===== src/rtl/delay_wakeup_mc_if.sv =====
// Arm/cancel/event bundle for delay_wakeup_mc.
// DWAKE_PERIODIC_EN adds the arm_periodic request bit.
interface delay_wakeup_mc_if #(
  parameter int unsigned NUM_CH   = 4,
  parameter int unsigned CH_IDX_W = 2,
  parameter int unsigned CNT_W    = 8
);
  logic                arm_valid;
  logic                arm_ready;
  logic [CH_IDX_W-1:0] arm_ch;
  logic [CNT_W-1:0]    arm_delay;
`ifdef DWAKE_PERIODIC_EN
  logic                arm_periodic;
`endif
  logic [NUM_CH-1:0]   cancel;
  logic [NUM_CH-1:0]   busy;
  logic [NUM_CH-1:0]   wake;
  logic                evt_valid;
  logic [CH_IDX_W-1:0] evt_ch;
  logic                evt_ready;

`ifdef DWAKE_PERIODIC_EN
  modport master (
    output arm_valid, arm_ch, arm_delay, arm_periodic, cancel, evt_ready,
    input  arm_ready, busy, wake, evt_valid, evt_ch
  );
  modport slave (
    input  arm_valid, arm_ch, arm_delay, arm_periodic, cancel, evt_ready,
    output arm_ready, busy, wake, evt_valid, evt_ch
  );
`else
  modport master (
    output arm_valid, arm_ch, arm_delay, cancel, evt_ready,
    input  arm_ready, busy, wake, evt_valid, evt_ch
  );
  modport slave (
    input  arm_valid, arm_ch, arm_delay, cancel, evt_ready,
    output arm_ready, busy, wake, evt_valid, evt_ch
  );
`endif
endinterface


===== src/rtl/delay_wakeup_mc.sv =====
// Multi-channel delay-wakeup timer with a lowest-index-first event port.
// Optional DWAKE_PERIODIC_EN: channels can reload their delay after each event.
module delay_wakeup_mc #(
  parameter int unsigned NUM_CH   = 4,
  parameter int unsigned CH_IDX_W = 2,
  parameter int unsigned CNT_W    = 8
) (
  input  logic              clk,
  input  logic              rst,
  delay_wakeup_mc_if.slave  bus
);

  typedef enum logic [1:0] {
    S_IDLE  = 2'd0,
    S_COUNT = 2'd1,
    S_PEND  = 2'd2
  } state_t;

  state_t              st      [NUM_CH];
  state_t              st_nxt  [NUM_CH];
  logic [CNT_W-1:0]    cnt     [NUM_CH];
  logic [CNT_W-1:0]    cnt_nxt [NUM_CH];
  logic [NUM_CH-1:0]   arm_acc;
  logic [NUM_CH-1:0]   wake_nxt;
  logic [NUM_CH-1:0]   busy_nxt;
  logic [NUM_CH-1:0]   busy_q;
  logic [NUM_CH-1:0]   wake_q;
  logic                evt_valid_q;
  logic [CH_IDX_W-1:0] evt_ch_q;
  logic                evt_valid_nxt;
  logic [CH_IDX_W-1:0] evt_ch_nxt;
  logic                arm_ok;
  logic                hs;
`ifdef DWAKE_PERIODIC_EN
  logic [CNT_W-1:0]    reload [NUM_CH];
  logic [NUM_CH-1:0]   periodic;
`endif

  assign bus.arm_ready = arm_ok;
  assign bus.busy      = busy_q;
  assign bus.wake      = wake_q;
  assign bus.evt_valid = evt_valid_q;
  assign bus.evt_ch    = evt_ch_q;
  assign hs            = evt_valid_q && bus.evt_ready;

  // Out-of-range arm_ch matches no channel, so arm_ready stays low.
  always_comb begin
    arm_ok  = 1'b0;
    arm_acc = '0;
    for (int unsigned i = 0; i < NUM_CH; i++) begin
      if (bus.arm_ch == CH_IDX_W'(i)) begin
        arm_ok     = (st[i] == S_IDLE) && !bus.cancel[i];
        arm_acc[i] = bus.arm_valid && arm_ok;
      end
    end
  end

  always_comb begin
    for (int unsigned i = 0; i < NUM_CH; i++) begin
      st_nxt[i]   = st[i];
      cnt_nxt[i]  = cnt[i];
      wake_nxt[i] = 1'b0;
      if (bus.cancel[i]) begin
        st_nxt[i]  = S_IDLE;
        cnt_nxt[i] = '0;
      end else begin
        case (st[i])
          S_IDLE: begin
            if (arm_acc[i]) begin
              st_nxt[i]  = S_COUNT;
              cnt_nxt[i] = bus.arm_delay;
            end
          end
          S_COUNT: begin
            if (cnt[i] == '0) begin
              st_nxt[i]   = S_PEND;
              wake_nxt[i] = 1'b1;
            end else begin
              cnt_nxt[i] = cnt[i] - 1'b1;
            end
          end
          S_PEND: begin
            if (hs && evt_ch_q == CH_IDX_W'(i)) begin
`ifdef DWAKE_PERIODIC_EN
              if (periodic[i]) begin
                st_nxt[i]  = S_COUNT;
                cnt_nxt[i] = reload[i];
              end else begin
                st_nxt[i] = S_IDLE;
              end
`else
              st_nxt[i] = S_IDLE;
`endif
            end
          end
          default: begin
            st_nxt[i]  = S_IDLE;
            cnt_nxt[i] = '0;
          end
        endcase
      end
      busy_nxt[i] = (st_nxt[i] != S_IDLE);
    end
  end

  // Lowest pending channel wins, except a stalled grant is held while it stays pending.
  always_comb begin
    evt_valid_nxt = 1'b0;
    evt_ch_nxt    = '0;
    for (int unsigned i = 0; i < NUM_CH; i++) begin
      if (st_nxt[i] == S_PEND && !evt_valid_nxt) begin
        evt_valid_nxt = 1'b1;
        evt_ch_nxt    = CH_IDX_W'(i);
      end
    end
    if (evt_valid_q && !bus.evt_ready) begin
      for (int unsigned i = 0; i < NUM_CH; i++) begin
        if (evt_ch_q == CH_IDX_W'(i) && st_nxt[i] == S_PEND) begin
          evt_ch_nxt = evt_ch_q;
        end
      end
    end
  end

  always_ff @(posedge clk) begin
    if (!rst) begin
      for (int unsigned i = 0; i < NUM_CH; i++) begin
        st[i]  <= S_IDLE;
        cnt[i] <= '0;
`ifdef DWAKE_PERIODIC_EN
        reload[i] <= '0;
`endif
      end
`ifdef DWAKE_PERIODIC_EN
      periodic <= '0;
`endif
      busy_q      <= '0;
      wake_q      <= '0;
      evt_valid_q <= 1'b0;
      evt_ch_q    <= '0;
    end else begin
      for (int unsigned i = 0; i < NUM_CH; i++) begin
        st[i]  <= st_nxt[i];
        cnt[i] <= cnt_nxt[i];
`ifdef DWAKE_PERIODIC_EN
        if (arm_acc[i]) begin
          reload[i]   <= bus.arm_delay;
          periodic[i] <= bus.arm_periodic;
        end
`endif
      end
      busy_q      <= busy_nxt;
      wake_q      <= wake_nxt;
      evt_valid_q <= evt_valid_nxt;
      evt_ch_q    <= evt_ch_nxt;
    end
  end

endmodule


===== src/flat_wrapper.sv =====
// flat-port wrapper written by rule: the top's interface ports become plain ports
module delay_wakeup_mc_flat 
#(
  parameter int unsigned NUM_CH   = 4,
  parameter int unsigned CH_IDX_W = 2,
  parameter int unsigned CNT_W    = 8
)
  (clk, rst, bus_arm_valid, bus_arm_ch, bus_arm_delay, bus_cancel, bus_evt_ready, bus_arm_ready, bus_busy, bus_wake, bus_evt_valid, bus_evt_ch);
  delay_wakeup_mc_if #(.NUM_CH(NUM_CH), .CH_IDX_W(CH_IDX_W), .CNT_W(CNT_W)) bus_i ();
  input  logic clk;
  input  logic rst;
  input wire logic [$bits(bus_i.arm_valid)-1:0] bus_arm_valid;
  input wire logic [$bits(bus_i.arm_ch)-1:0] bus_arm_ch;
  input wire logic [$bits(bus_i.arm_delay)-1:0] bus_arm_delay;
  input wire logic [$bits(bus_i.cancel)-1:0] bus_cancel;
  input wire logic [$bits(bus_i.evt_ready)-1:0] bus_evt_ready;
  output wire logic [$bits(bus_i.arm_ready)-1:0] bus_arm_ready;
  output wire logic [$bits(bus_i.busy)-1:0] bus_busy;
  output wire logic [$bits(bus_i.wake)-1:0] bus_wake;
  output wire logic [$bits(bus_i.evt_valid)-1:0] bus_evt_valid;
  output wire logic [$bits(bus_i.evt_ch)-1:0] bus_evt_ch;
  assign bus_i.arm_valid = bus_arm_valid;
  assign bus_i.arm_ch = bus_arm_ch;
  assign bus_i.arm_delay = bus_arm_delay;
  assign bus_i.cancel = bus_cancel;
  assign bus_i.evt_ready = bus_evt_ready;
  assign bus_arm_ready = bus_i.arm_ready;
  assign bus_busy = bus_i.busy;
  assign bus_wake = bus_i.wake;
  assign bus_evt_valid = bus_i.evt_valid;
  assign bus_evt_ch = bus_i.evt_ch;
  delay_wakeup_mc #(.NUM_CH(NUM_CH), .CH_IDX_W(CH_IDX_W), .CNT_W(CNT_W)) u_core (.clk(clk), .rst(rst), .bus(bus_i));
endmodule

===== config.mk =====
export PLATFORM = sky130hd
export DESIGN_NAME = delay_wakeup_mc_flat
export DESIGN_NICKNAME = d
export VERILOG_FILES = /design/src/rtl/delay_wakeup_mc_if.sv /design/src/rtl/delay_wakeup_mc.sv /design/src/flat_wrapper.sv
export SDC_FILE = /design/constraint.sdc
export NUM_CORES = 1
export LEC_CHECK = 0
export CAP_MARGIN = 20
export CORE_UTILIZATION = 37
export DETAILED_ROUTE_END_ITERATION = 6
export SLEW_MARGIN = 10
export SYNTH_ARGS = -nofsm -noshare
export SYNTH_HDL_FRONTEND = slang
export SYNTH_SLANG_ARGS = --single-unit
export TNS_END_PERCENT = 5

===== constraint.sdc =====
create_clock -name clk -period 2.07 [get_ports clk]
set_clock_uncertainty 0.05 [all_clocks]
set_input_delay 0.3105 -clock clk [delete_from_list [all_inputs] [get_ports clk]]
set_output_delay 0.3105 -clock clk [all_outputs]
set_load 0.01 [all_outputs]

# Word-level counts from Yosys, hierarchy flattened
# Memory sizes are Yosys's and may differ from the RTL's.
# Index checks and enable logic that the tools add are counted.
word_totals:
  mem_count: 2
  ff_bits: 11
  out_inout_bits: 12
  inputBits: 18
  wordCells: 166
  ram_bits: 40
mem_list:
  columns: ["memory", "depth", "word_bits", "rd", "rd_ports_with_merged_regs", "write_ports", "line", "source"]
  rows:
  - ["u_core.cnt", 4, 8, 4, 0, 4, "delay_wakeup_mc.sv:21", "logic [CNT_W-1:0] cnt [NUM_CH];"]
  - ["u_core.st", 4, 2, 4, 0, 4, "delay_wakeup_mc.sv:19", "state_t st [NUM_CH];"]
op_classes:
  bitwise_logic: 13
  addsub: 4
  eq_ne: 22
  reduce_logical: 48
  muxes: 70
op_table:
  columns: ["cell", "count"]
  rows:
  - ["$mux W8", 16]
  - ["$pmux W8 S3", 4]
  - ["$mux W2", 27]
  - ["$logic_not A8 Y1", 4]
  - ["$sub A8 B1 Y8 const B", 4]
  - ["$eq A2 B2 Y1 const B", 12]
  - ["$pmux W2 S3", 4]
  - ["$logic_and A1 B1 Y1", 21]
  - ["$mux W1", 19]
  - ["$eq A2 B1 Y1 const B", 6]
  - ["$logic_not A2 Y1", 6]
  - ["$reduce_or A3 Y1", 4]
  - ["$logic_not A1 Y1", 8]
  - ["$ne A2 B2 Y1 const B", 4]
  - ["$or A1 B1 Y1", 8]
  - ["$reduce_bool A2 Y1", 4]
  - ["$not A1 Y1", 5]
  - ["$reduce_and A4 Y1", 1]

# Logic depth before layout (Yosys ltp)
# An unclocked memory read counts as a cell.
logic_depth:
  depth_word: 24
  mapped_depth: 8
  mapped_depth_nobuf: 7

# Least setup slack after synthesis
# OpenSTA, ideal clock, no wires.
synth_timing:
  path_kind: "reg-to-reg"
  from: "memory u_core.cnt[1][2]"
  to: "register u_core.evt_ch_q[0] (netlist: u_core.bus.evt_ch[0])"
  setup_ns: 0.126
  required_time_ns: 1.894
  t_arrival_ns: 1.988
  synth_period_minus_slack_ns: 2.165
  path_buffers: 0
  path_stages_with_launch: 6
  path_slack_ns: -0.095
  path_cell_list: "dfxtp_1 or4_4 or4_4 a21o_1 o32ai_2 o31ai_1"
synth_lines:
  columns: ["element", "line", "source"]
  rows:
  - ["start, declared", "delay_wakeup_mc.sv:21", null]
  - ["end signal, assigned", "delay_wakeup_mc.sv:155", "evt_ch_q <= evt_ch_nxt;"]
  - ["end, declared", "delay_wakeup_mc.sv:29", "logic [CH_IDX_W-1:0] evt_ch_q;"]

==> results.yml <==
synthesis:
  yosys_warnings: 0
  ys.flop_type: "dfxtp_1"
  synth_nets: 433
  synthTopCellsByArea: "dfxtp_1 34%, a21oi_1 8.7%, o21ai_0 7.0%"
  synth_top_area_cell: "dfxtp_1"
  yosysMostFrequentCell: "a21oi_1"
  avgSynthCellArea_um2: 7.363
  async_flop_share: 0
  syn_inst: 407
  ys_types: 50
  synth_top_area_frac: 0.3407
  ys_seq_elements: 51
  ys_seq_area_frac: 0.3407
  yosys-top-cells-count: "52 x a21oi_1, 51 x dfxtp_1, 43 x nor2_1, 42 x o21ai_0, 34 x nand2_1"
  syn_area_um2: 2997
  synth_edf_count: 0
global_routing:
  grt_pass1_vias: 2918
  overflow: 0
  antenna_found_initial: 0
  grt_max_degree: 22
  track_usage: 0.2062
  grt_pass1_wl_mm: 13.90
critical_path:
  cp-start-kind: "flip-flop"
  crit_arrival_ps: 2220
  r2r-end: "u_core.bus.evt_ch[0]"
  cp-end-kind: "flip-flop"
  critPathRequiredTime_ps: 2200
  timing.rr.start: "u_core.cnt[1][5]"
  rrSetupSlack_ps: -20
  worst-r2r-cell-count: 5
  crit_type: "reg -> reg"
  cp_max_fo: 4
place:
  dp_slack_ps: -207.6
  placed_cells: 575
  port_buffers: 29
  hpwlAfterDp_mm: 6.347
  gp_congestion: 0.8571
die:
  core_um2: 7767
  die_h_um: 92.00
  die-area_um2: 8463
  rows: 32
  ios: 30
  fp.dieW_um: 92.00
  start_util: 0.3858
route:
  antenna_left: 0
  first_pass_iters: 4
  drc: 0
  wl_per_cell_um: 14.62
  drt_iter0_drc: 126
  drt-total-wl_mm: 8.507
  viasPerCell: 5.381
  dr_total_vias: 3132
cells_and_area:
  antenna-diode-count: 0
  final_cells: 582
  area_growth_pct: 30.61
  multi_input_area_um2: 1884
  ff_latch_area_um2: 1022
  drive_gt1_frac: 0.1875
  fillCellCount: 809
  fin_nets: 506
  fin_util: 0.5039
timing:
  worst_pin_slew_ps: 499.7
  rsz0062_at_grt: "true"
  period_needed_ps: 2089
  final_hold_viol_count: 0
  holdWs_ps: 427.1
  drv_slew: 0
  relSlewSlack: 0.6668
  fin_crit_sh: 1.009
  fmaxAchievable_ghz: 0.4787
  post-route-worst-setup-slack_ps: -18.97
  setup_viol: 1
cts:
  clk-insertion-delay-late_ps: 300
  cts_tree: "built"
  cts.sinks: 51
  hold_buffers: 0
  htreeDepth: 2
  clk_pin_slew_ps: 90
  cts_root_buffer: "clkbuf_8"
  numCtsBuffers: 5
  cts_buffer_depth: 2
hold_path:
  holdCritPathClass: "reg -> reg"
  hp-start: "u_core.cnt[3][6]"
  min_path_cells: 2
  holdPathEnd: "u_core.cnt[3][6]"
power_and_ir_drop:
  power.leakage_nw: 1.401
  p_per_area_nw_per_um2: 468.5
  max-vdd-ir-drop_uv: 266.3
  p_total_mw: 1.834
run_status:
  status: "finished, violations left"
  violations: "negative setup slack"
flow_run:
  drv_cap: 0
==> through the flow <==
| step | area (µm²) | TNS (ps) |
|---|---|---|
| after detailed placement | 3765 | -2073 |
| after global placement | 3765 | -1746 |
| final | 3914 | -18.97 |
| after CTS | 3870 | -14.39 |
| after global routing | 3914 | -245.4 |
| after floorplan | 2999 | -5.877 |
==> sequential cells by signal, summed over array words and instances (netlist names) <==
| signal | flops |
|---|---|
| u_core.bus.wake | 4 |
| u_core.bus.busy | 4 |
| u_core.bus.evt_valid | 1 |
| u_core.st | 8 |
| u_core.bus.evt_ch | 2 |
| u_core.cnt | 32 |
==> routing by layer <==
layer / global-route usage / part of all wire / up-vias
met5: 0 / 0 / -
met4: 0.04167 / 0.0062 / 0
met3: 0.02902 / 0.042 / 7
met2: 0.3408 / 0.48 / 60
met1: 0.2853 / 0.47 / 1467
li1: - / - / 1598
==> worst max-delay path by stage <==
stage	slack, ps	cells past startpoint	to	from
after floorplan	-6	5	u_core.bus.evt_ch[0]	u_core.cnt[1][5]
after detailed placement	-210	5	bus_arm_ready	bus_arm_ch[0]
after global placement	-210	5	bus_arm_ready	bus_cancel[3]
final	-20	5	u_core.bus.evt_ch[0]	u_core.cnt[1][5]
after global routing	-80	5	u_core.bus.evt_ch[0]	u_core.cnt[1][5]
after CTS	-10	5	u_core.bus.evt_ch[0]	u_core.cnt[1][5]
==> area by class of cell <==
type,instances,area share
flip-flops and latches,51,0.2612
clock inverters,1,0.001279
inverters,22,0.02110
clock buffers,6,0.02110
multi-input cells,315,0.4815
well taps,102,0.03261
repair buffers,85,0.1813
==> cell families after synthesis <==
family | Yosys count | share of synthesized area
AO/OA/AOI/OAI | 131 | 0.2580
XOR/XNOR | 2 | 0.005847
adder cells (fa/ha/maj) | 8 | 0.03340
buffers and inverters | 41 | 0.05177
flip-flops | 51 | 0.3407
multiplexers | 2 | 0.006681
AND/OR/NAND/NOR | 172 | 0.3036
==> what timing repair did <==
action / in CTS / in global routing
setup endpoints to repair: 11 / 18
resized for setup: 6 / 11
buffers inserted: 0 / 0
pin swaps: 3 / 1
==> power by group <==
part           total (mW)  internal, mW  leakage, nW  switching (mW)
combinational       0.253         0.119        0.942           0.134
sequential          0.998         0.990        0.412         0.00810
clock               0.582         0.263       0.0470           0.319
==> layout by cell type, fill, tap and decap left out, types with 2 or more instances in the layout <==
master            n
nor4_1            4
a211oi_1          8
nand2_1          34
inv_2             3
nand4b_1          2
a21oi_1          51
o41ai_1           2
xnor2_1           2
o22ai_1           4
ha_1              7
or3_1             9
or4_4             3
nor2_1           43
nor3_1           15
buf_4            56
nor3b_1           3
o21ai_0          41
or3b_2            2
or4_1             3
a211o_1           3
nand3_1           8
o31ai_1           2
nor2b_1           7
o22a_1            2
and2_4            2
dfxtp_1          50
and3_1            3
nand3b_1          4
inv_1            19
or2_2             6
clkdlybuf4s50_1  28
clkbuf_8          6
nor3_2            2
nand2b_1         12
and3b_1           2
a31oi_1           4
mux2i_1           2
==> worst max-delay path, cell delays in order (launching register included) <==
cell     delay (ps)
dfxtp_2         330
or4_4           540
or4_4           460
a21o_1          200
o32ai_2         260
o31ai_1         130
(Power assumes the default switching activity.)
==> RTL change 1 (same flow settings) <==
`CH_IDX_W` is set to 2 in 3 places; all go to 3.
--- a/src/rtl/delay_wakeup_mc_if.sv
+++ b/src/rtl/delay_wakeup_mc_if.sv
@@ -2,7 +2,7 @@
 // DWAKE_PERIODIC_EN adds the arm_periodic request bit.
 interface delay_wakeup_mc_if #(
   parameter int unsigned NUM_CH   = 4,
-  parameter int unsigned CH_IDX_W = 2,
+  parameter int unsigned CH_IDX_W = 3,
   parameter int unsigned CNT_W    = 8
 );
   logic                arm_valid;
--- a/src/rtl/delay_wakeup_mc.sv
+++ b/src/rtl/delay_wakeup_mc.sv
@@ -2,7 +2,7 @@
 // Optional DWAKE_PERIODIC_EN: channels can reload their delay after each event.
 module delay_wakeup_mc #(
   parameter int unsigned NUM_CH   = 4,
-  parameter int unsigned CH_IDX_W = 2,
+  parameter int unsigned CH_IDX_W = 3,
   parameter int unsigned CNT_W    = 8
 ) (
   input  logic              clk,
--- a/src/flat_wrapper.sv
+++ b/src/flat_wrapper.sv
@@ -2,7 +2,7 @@
 module delay_wakeup_mc_flat 
 #(
   parameter int unsigned NUM_CH   = 4,
-  parameter int unsigned CH_IDX_W = 2,
+  parameter int unsigned CH_IDX_W = 3,
   parameter int unsigned CNT_W    = 8
 )
   (clk, rst, bus_arm_valid, bus_arm_ch, bus_arm_delay, bus_cancel, bus_evt_ready, bus_arm_ready, bus_busy, bus_wake, bus_evt_valid, bus_evt_ch);
Ports: changed (resized bus_arm_ch and bus_evt_ch); port bits go from 30 to 32. The function was not compared with the original's and may differ.
==> RTL change 1 against the original RTL <==
  * Synthesized area rose by 0.92%
  * The flow still finishes with violations (negative setup slack)
  * Routed wire length fell by 1.6%
  * Largest power group unchanged
  * Sequential cell count unchanged
  * First-iteration DRC count is 16% higher
  * Die area increased by 0.89%
  * Design area grew 2.4%
  * Fmax down 8.9%
  * Worst setup slack worse by 200 ps
  * Power down 2.2%
==> RTL change 1: results (changes against the original RTL) <==
{
  "synth.mux.area_fraction": {"value": 2.07, "unit": "%", "change": "was 0.668%"},
  "synth_fp_nets": {"value": 417, "change": "was 433"},
  "dp.final_hpwl": {"value": 6.20, "unit": "mm", "change": "was 6.35 mm"},
  "status": {"value": "complete, but fails checks", "change": "unchanged"},
  "track_usage": {"value": 20.7, "unit": "%", "change": "was 20.6%"},
  "synth_commonest_cells": {"value": "dfxtp_1, nor2_1, a21oi_1, nand2_1, o21ai_0", "change": "was a21oi_1, dfxtp_1, nor2_1, o21ai_0, nand2_1"},
  "worst-endpoint-arrival": {"value": 2490, "unit": "ps", "change": "was 2220 ps"},
  "totalNegativeSetupSlack": {"value": -574, "unit": "ps", "change": "was -19.0 ps"},
  "crit_path_max_incr_delay": {"value": 500, "unit": "ps", "change": "was 540 ps"},
  "power.ir.vdd_worst": {"value": 216, "unit": "uV", "change": "was 266 uV"},
  "postLayoutSetupSlackWorst": {"value": -223, "unit": "ps", "change": "was -19.0 ps"},
  "grt_pass1_vias": {"value": 2981, "change": "was 2918"},
  "synth_fa_ha_area_share": {"value": 3.31, "unit": "%", "change": "was 3.34%"},
  "synth_compound_gate_area_share": {"value": 22.6, "unit": "%", "change": "was 25.8%"},
  "synthXorXnorAreaFrac": {"value": 2.32, "unit": "%", "change": "was 0.585%"},
  "layout_net_count": {"value": 498, "change": "was 506"},
  "place_worst_setup_slack": {"value": -374, "unit": "ps", "change": "was -208 ps"},
  "placed_cells": {"value": 566, "change": "was 575"},
  "synthesis.area_per_instance": {"value": 7.75, "unit": "um^2", "change": "was 7.36 um^2"},
  "timing.final.setup_violations": {"value": 3, "change": "was 1"},
  "gp_congestion": {"value": 0.828, "change": "was 0.857"},
  "synthDistinctLibCells": {"value": 55, "change": "was 50"},
  "p_leak": {"value": 1.48, "unit": "nW", "change": "was 1.40 nW"},
  "layout-drive-gt1-share": {"value": 20.1, "unit": "%", "change": "was 18.8%"},
  "top_area_cell_type_share_of_the_netlist_area": {"value": 33.8, "unit": "%", "change": "was 34.1%"},
  "portBuffers": {"value": 30, "change": "was 29"},
  "critical_path.slowest_cell": {"value": "or4b_4", "change": "was or4_4"},
  "fillCellCount": {"value": 760, "change": "was 809"},
  "dr.first_iter.drc_count": {"value": 146, "change": "was 126"},
  "areaGrowthSynthToFinish": {"value": 32.5, "unit": "%", "change": "was 30.6%"},
  "wl_per_cell": {"value": 14.6, "unit": "um", "change": "about the same"},
  "violations": {"value": "negative setup slack", "change": "unchanged"}
}
## RTL change 1: cell types whose count changed after synthesis, moves of 4 or more
cell / unedited run / this run
nand3_1: 8 / 4
inv_1: 22 / 13
a211oi_1: 8 / 3
or3_1: 9 / 13
nor3_1: 17 / 13
a21oi_1: 52 / 39
xor2_1: 0 / 4
o21ai_0: 42 / 27
nor2b_1: 7 / 16
a2111o_1: 1 / 8
nor3b_1: 3 / 7
## RTL change 1: logic make-up after synthesis
| group | count (synthesis) |
|---|---|
| flip-flops | 51 |
| AND/OR/NAND/NOR | 178 |
| multiplexers | 6 |
| other | 1 |
| XOR/XNOR | 8 |
| adder cells (fa/ha/maj) | 8 |
| AO/OA/AOI/OAI | 105 |
| buffers and inverters | 33 |
## RTL change 1: where the power goes
part | switching (mW) | leakage [nW] | internal, mW
sequential | 0.00449 | 0.413 | 0.986
clock | 0.344 | 0.0422 | 0.239
combinational | 0.109 | 1.03 | 0.111
## RTL change 1: worst paths after layout
kind / start / end / slack (ps)
worst max-delay path: u_core.cnt[2][1] / u_core.bus.evt_ch[1] / -220
worst min-delay path: u_core.cnt[0][1] / u_core.cnt[0][1] / 430
worst max register to register: u_core.cnt[2][1] / u_core.bus.evt_ch[1] / -220
worst min register to register: u_core.cnt[0][1] / u_core.cnt[0][1] / 430
## RTL change 1: repair_timing
action / CTS / global route
pin swaps: 1 / 5
endpoints found under the setup margin: 20 / 15
gates resized for setup: 8 / 9
## RTL change 1: layout make-up
class / count / area share, %
clock inverter: 1 / 0.125
multi-input combinational: 306 / 48.4
sequential: 51 / 25.6
inverter: 13 / 1.22
timing repair buffer: 94 / 19.6
clock buffer: 7 / 1.91
tap: 102 / 3.19
## RTL change 1: per-layer routing
metal,vias up,track usage (%),routed length (um)
li1,1567,-,-
met1,1443,27.4,3970
met2,58,34.6,3890
met3,11,2.96,353
met4,0,6.51,163
met5,-,0,0
## RTL change 1: worst max-delay path: cells and delay by family, from the launching register on
kind / cells / cell delay, ps
AOI/OAI and AO/OA: 3 / 680
adders and majority gates: 1 / 140
buffers and inverters: 1 / 70
DFF: 1 / 330
and+or+nand+nor: 2 / 980
==> RTL change 2 (config.mk and constraints unchanged) <==
Without the edit above. Reset style: asynchronous (`rst`), changed in one clocked block.
--- a/src/rtl/delay_wakeup_mc.sv
+++ b/src/rtl/delay_wakeup_mc.sv
@@ -122,7 +122,7 @@
     end
   end
 
-  always_ff @(posedge clk) begin
+  always_ff @(posedge clk or negedge rst) begin
     if (!rst) begin
       for (int unsigned i = 0; i < NUM_CH; i++) begin
         st[i]  <= S_IDLE;
Check against the original RTL: differs if rst is asserted again (counterexample within 4 cycles, from zero or initial values and one cycle with rst low); with rst held inactive, the same outputs for 4 cycles.
==> RTL change 2 against the original RTL <==
  * First-iteration DRC count fell by 21%
  * Sequential cell count unchanged
  * Design area is 0.61% lower
  * Routed wire length down 6.1%
  * Synthesized area decreased by 0.79%
  * Register-to-register slack gained 120 ps
  * Non-clock buffer count increased by 2
  * Worst setup slack improved by 110 ps
  * Hold slack lost 370 ps
  * Via count down 12%
  * Synthesized cell count is 19% lower
Power is not compared: it rests on default switching activity, and its combinational part moved more than twofold at a synthesized area within 25%.
==> RTL change 2: results (changes against the original RTL) <==
{
  "wl_met1": {"value": 4.01, "unit": "mm", "change": "was 4.02 mm"},
  "wl_met2": {"value": 3.56, "unit": "mm", "change": "was 4.08 mm"},
  "synth_sequential_area_ratio": {"value": 42.9, "unit": "%", "change": "was 34.1%"},
  "slew_headroom": {"value": 55.5, "unit": "%", "change": "was 66.7%"},
  "regToRegEndpoint": {"value": "u_core.bus.evt_ch[0]", "change": "unchanged"},
  "status": {"value": "completed", "change": "was complete, but fails checks"},
  "dp.final_hpwl": {"value": 5.90, "unit": "mm", "change": "was 6.35 mm"},
  "worst-endpoint-arrival": {"value": 1620, "unit": "ps", "change": "was 2220 ps"},
  "hp-class": {"value": "in -> async", "change": "was reg -> reg"},
  "synth_area_leaders": {"value": "dfrtp_1, o21ai_0, nor2_1", "change": "was dfxtp_1, a21oi_1, o21ai_0"},
  "grtUsageMet2": {"value": 30.5, "unit": "%", "change": "was 34.1%"},
  "synth_commonest_cells": {"value": "dfrtp_1, nor2_1, nand2_1, o21ai_0, inv_1", "change": "was a21oi_1, dfxtp_1, nor2_1, o21ai_0, nand2_1"},
  "synth_compound_gate_area_share": {"value": 23.5, "unit": "%", "change": "was 25.8%"},
  "synthDistinctLibCells": {"value": 59, "change": "was 50"},
  "asyncSetResetFlopFracSynth": {"value": 100, "unit": "%", "change": "was 0%"},
  "synth_fa_ha_area_share": {"value": 1.68, "unit": "%", "change": "was 3.34%"},
  "synth.mux.area_fraction": {"value": 2.10, "unit": "%", "change": "was 0.668%"},
  "worst-r2r-cell-count": {"value": 7, "change": "was 5"},
  "synth_fp_nets": {"value": 351, "change": "was 433"},
  "track_usage": {"value": 20.1, "unit": "%", "change": "was 20.6%"},
  "synthFlopType": {"value": "dfrtp_1", "change": "was dfxtp_1"},
  "rr_startpoint": {"value": "u_core.cnt[8]", "change": "was u_core.cnt[1][5]"},
  "use_met3": {"value": 3.32, "unit": "%", "change": "was 2.90%"},
  "via_count_of_the_routed_design": {"value": 2756, "change": "was 3132"},
  "p_leak_nw": 1.74,
  "synthXorXnorAreaFrac": {"value": 0, "unit": "%", "change": "was 0.585%"},
  "place_worst_setup_slack": {"value": -255, "unit": "ps", "change": "was -208 ps"},
  "layout-drive-gt1-share": {"value": 22.1, "unit": "%", "change": "was 18.8%"},
  "gp_congestion": {"value": 0.873, "change": "was 0.857"},
  "largest_net_degree_at_the_start_of_global_routing": {"value": 52, "change": "was 22"},
  "globalRouteMet1Util": {"value": 29.6, "unit": "%", "change": "was 28.5%"},
  "layout_net_count": {"value": 437, "change": "was 506"},
  "fillCellCount": {"value": 755, "change": "was 809"},
  "grt_pass1_vias": {"value": 2681, "change": "was 2918"},
  "postRouteWirelength": {"value": 7.99, "unit": "mm", "change": "was 8.51 mm"},
  "routed-wl-met3": {"value": 293, "unit": "um", "change": "was 356 um"}
}
==> RTL change 2: cell types whose count changed after synthesis, moves of 6 or more <==
cell / change
a211oi_1: -7
a21oi_1: -34
a22oi_1: +6
clkbuf_1: -16
dfrtp_1: +51
dfxtp_1: -51
nand2b_1: -8
nor2_1: -10
o211ai_1: +8
o21ai_0: -15
o21ai_1: +17
or3_1: -6
==> RTL change 2: repair_timing <==
action / in CTS / in global routing
buffers inserted: 0 / 1
endpoints found under the setup margin: 1 / 17
resized for setup: 3 / 6
hold endpoints to repair: 0 / 0
pin swaps: 0 / 3
hold buffers: 0 / 0
==> RTL change 2: power by group through the flow <==
stage / logic, mW / registers (mW) / clock network, mW
5_1_grt: 0.859 / 1.19 / 0.693
6_report: 0.776 / 1.17 / 0.632
3_3_place_gp: 0.758 / 1.19 / 0
4_1_cts: 0.765 / 1.17 / 0.668
3_5_place_dp: 0.762 / 1.19 / 0
2_1_floorplan: 0.414 / 1.18 / 0
==> RTL change 2: metrics by stage <==
| step | cell area [um^2] | power, mW | instances | hold slack [ps] |
|---|---|---|---|---|
| finish | 3890 | 2.58 | 518 | 56.0 |
| global route | 3890 | 2.74 | 518 | 117 |
| CTS | 3860 | 2.61 | 517 | 85.5 |
| detailed placement | 3760 | 1.95 | 509 | 422 |
| global placement | 3760 | 1.95 | 509 | 421 |
| floorplan | 2970 | 1.60 | 329 | -35.1 |
==> RTL change 2: area by class of cell <==
| class | count | area share [%] |
|---|---|---|
| clock buffers | 8 | 2.57 |
| inverters | 23 | 2.22 |
| flip-flops and latches | 51 | 32.8 |
| repair buffers | 87 | 18.8 |
| multi-input cells | 247 | 40.3 |
| well taps | 102 | 3.28 |
==> RTL change 2: how the worst max path moves through the flow <==
stage	start	end	slack, ps	cells after the start
3_3_place_gp	bus_cancel[1]	bus_arm_ready	-250	5
5_1_grt	u_core.cnt[8]	u_core.cnt[15]	-0.7	8
4_1_cts	bus_cancel[1]	bus_arm_ready	8	5
3_5_place_dp	bus_cancel[1]	bus_arm_ready	-260	5
6_report	bus_cancel[1]	bus_arm_ready	90	5
2_1_floorplan	u_core.cnt[8]	u_core.bus.evt_ch[0]	200	7
==> RTL change 2: worst max-delay path, cell delays in order <==
cell and delay, ps:
clkdlybuf4s50_1 490, nor3_1 60, buf_4 140, mux4_2 460, buf_2 160
==> RTL change 2: kinds of logic (layout without fill, tap and decap cells) <==
kind of cell | count (synthesis) | in the layout
flip-flops | 51 | 51
AND/OR/NAND/NOR | 130 | 130
AO/OA/AOI/OAI | 108 | 108
adder cells (fa/ha/maj) | 4 | 4
multiplexers | 5 | 5
buffers and inverters | 31 | 118
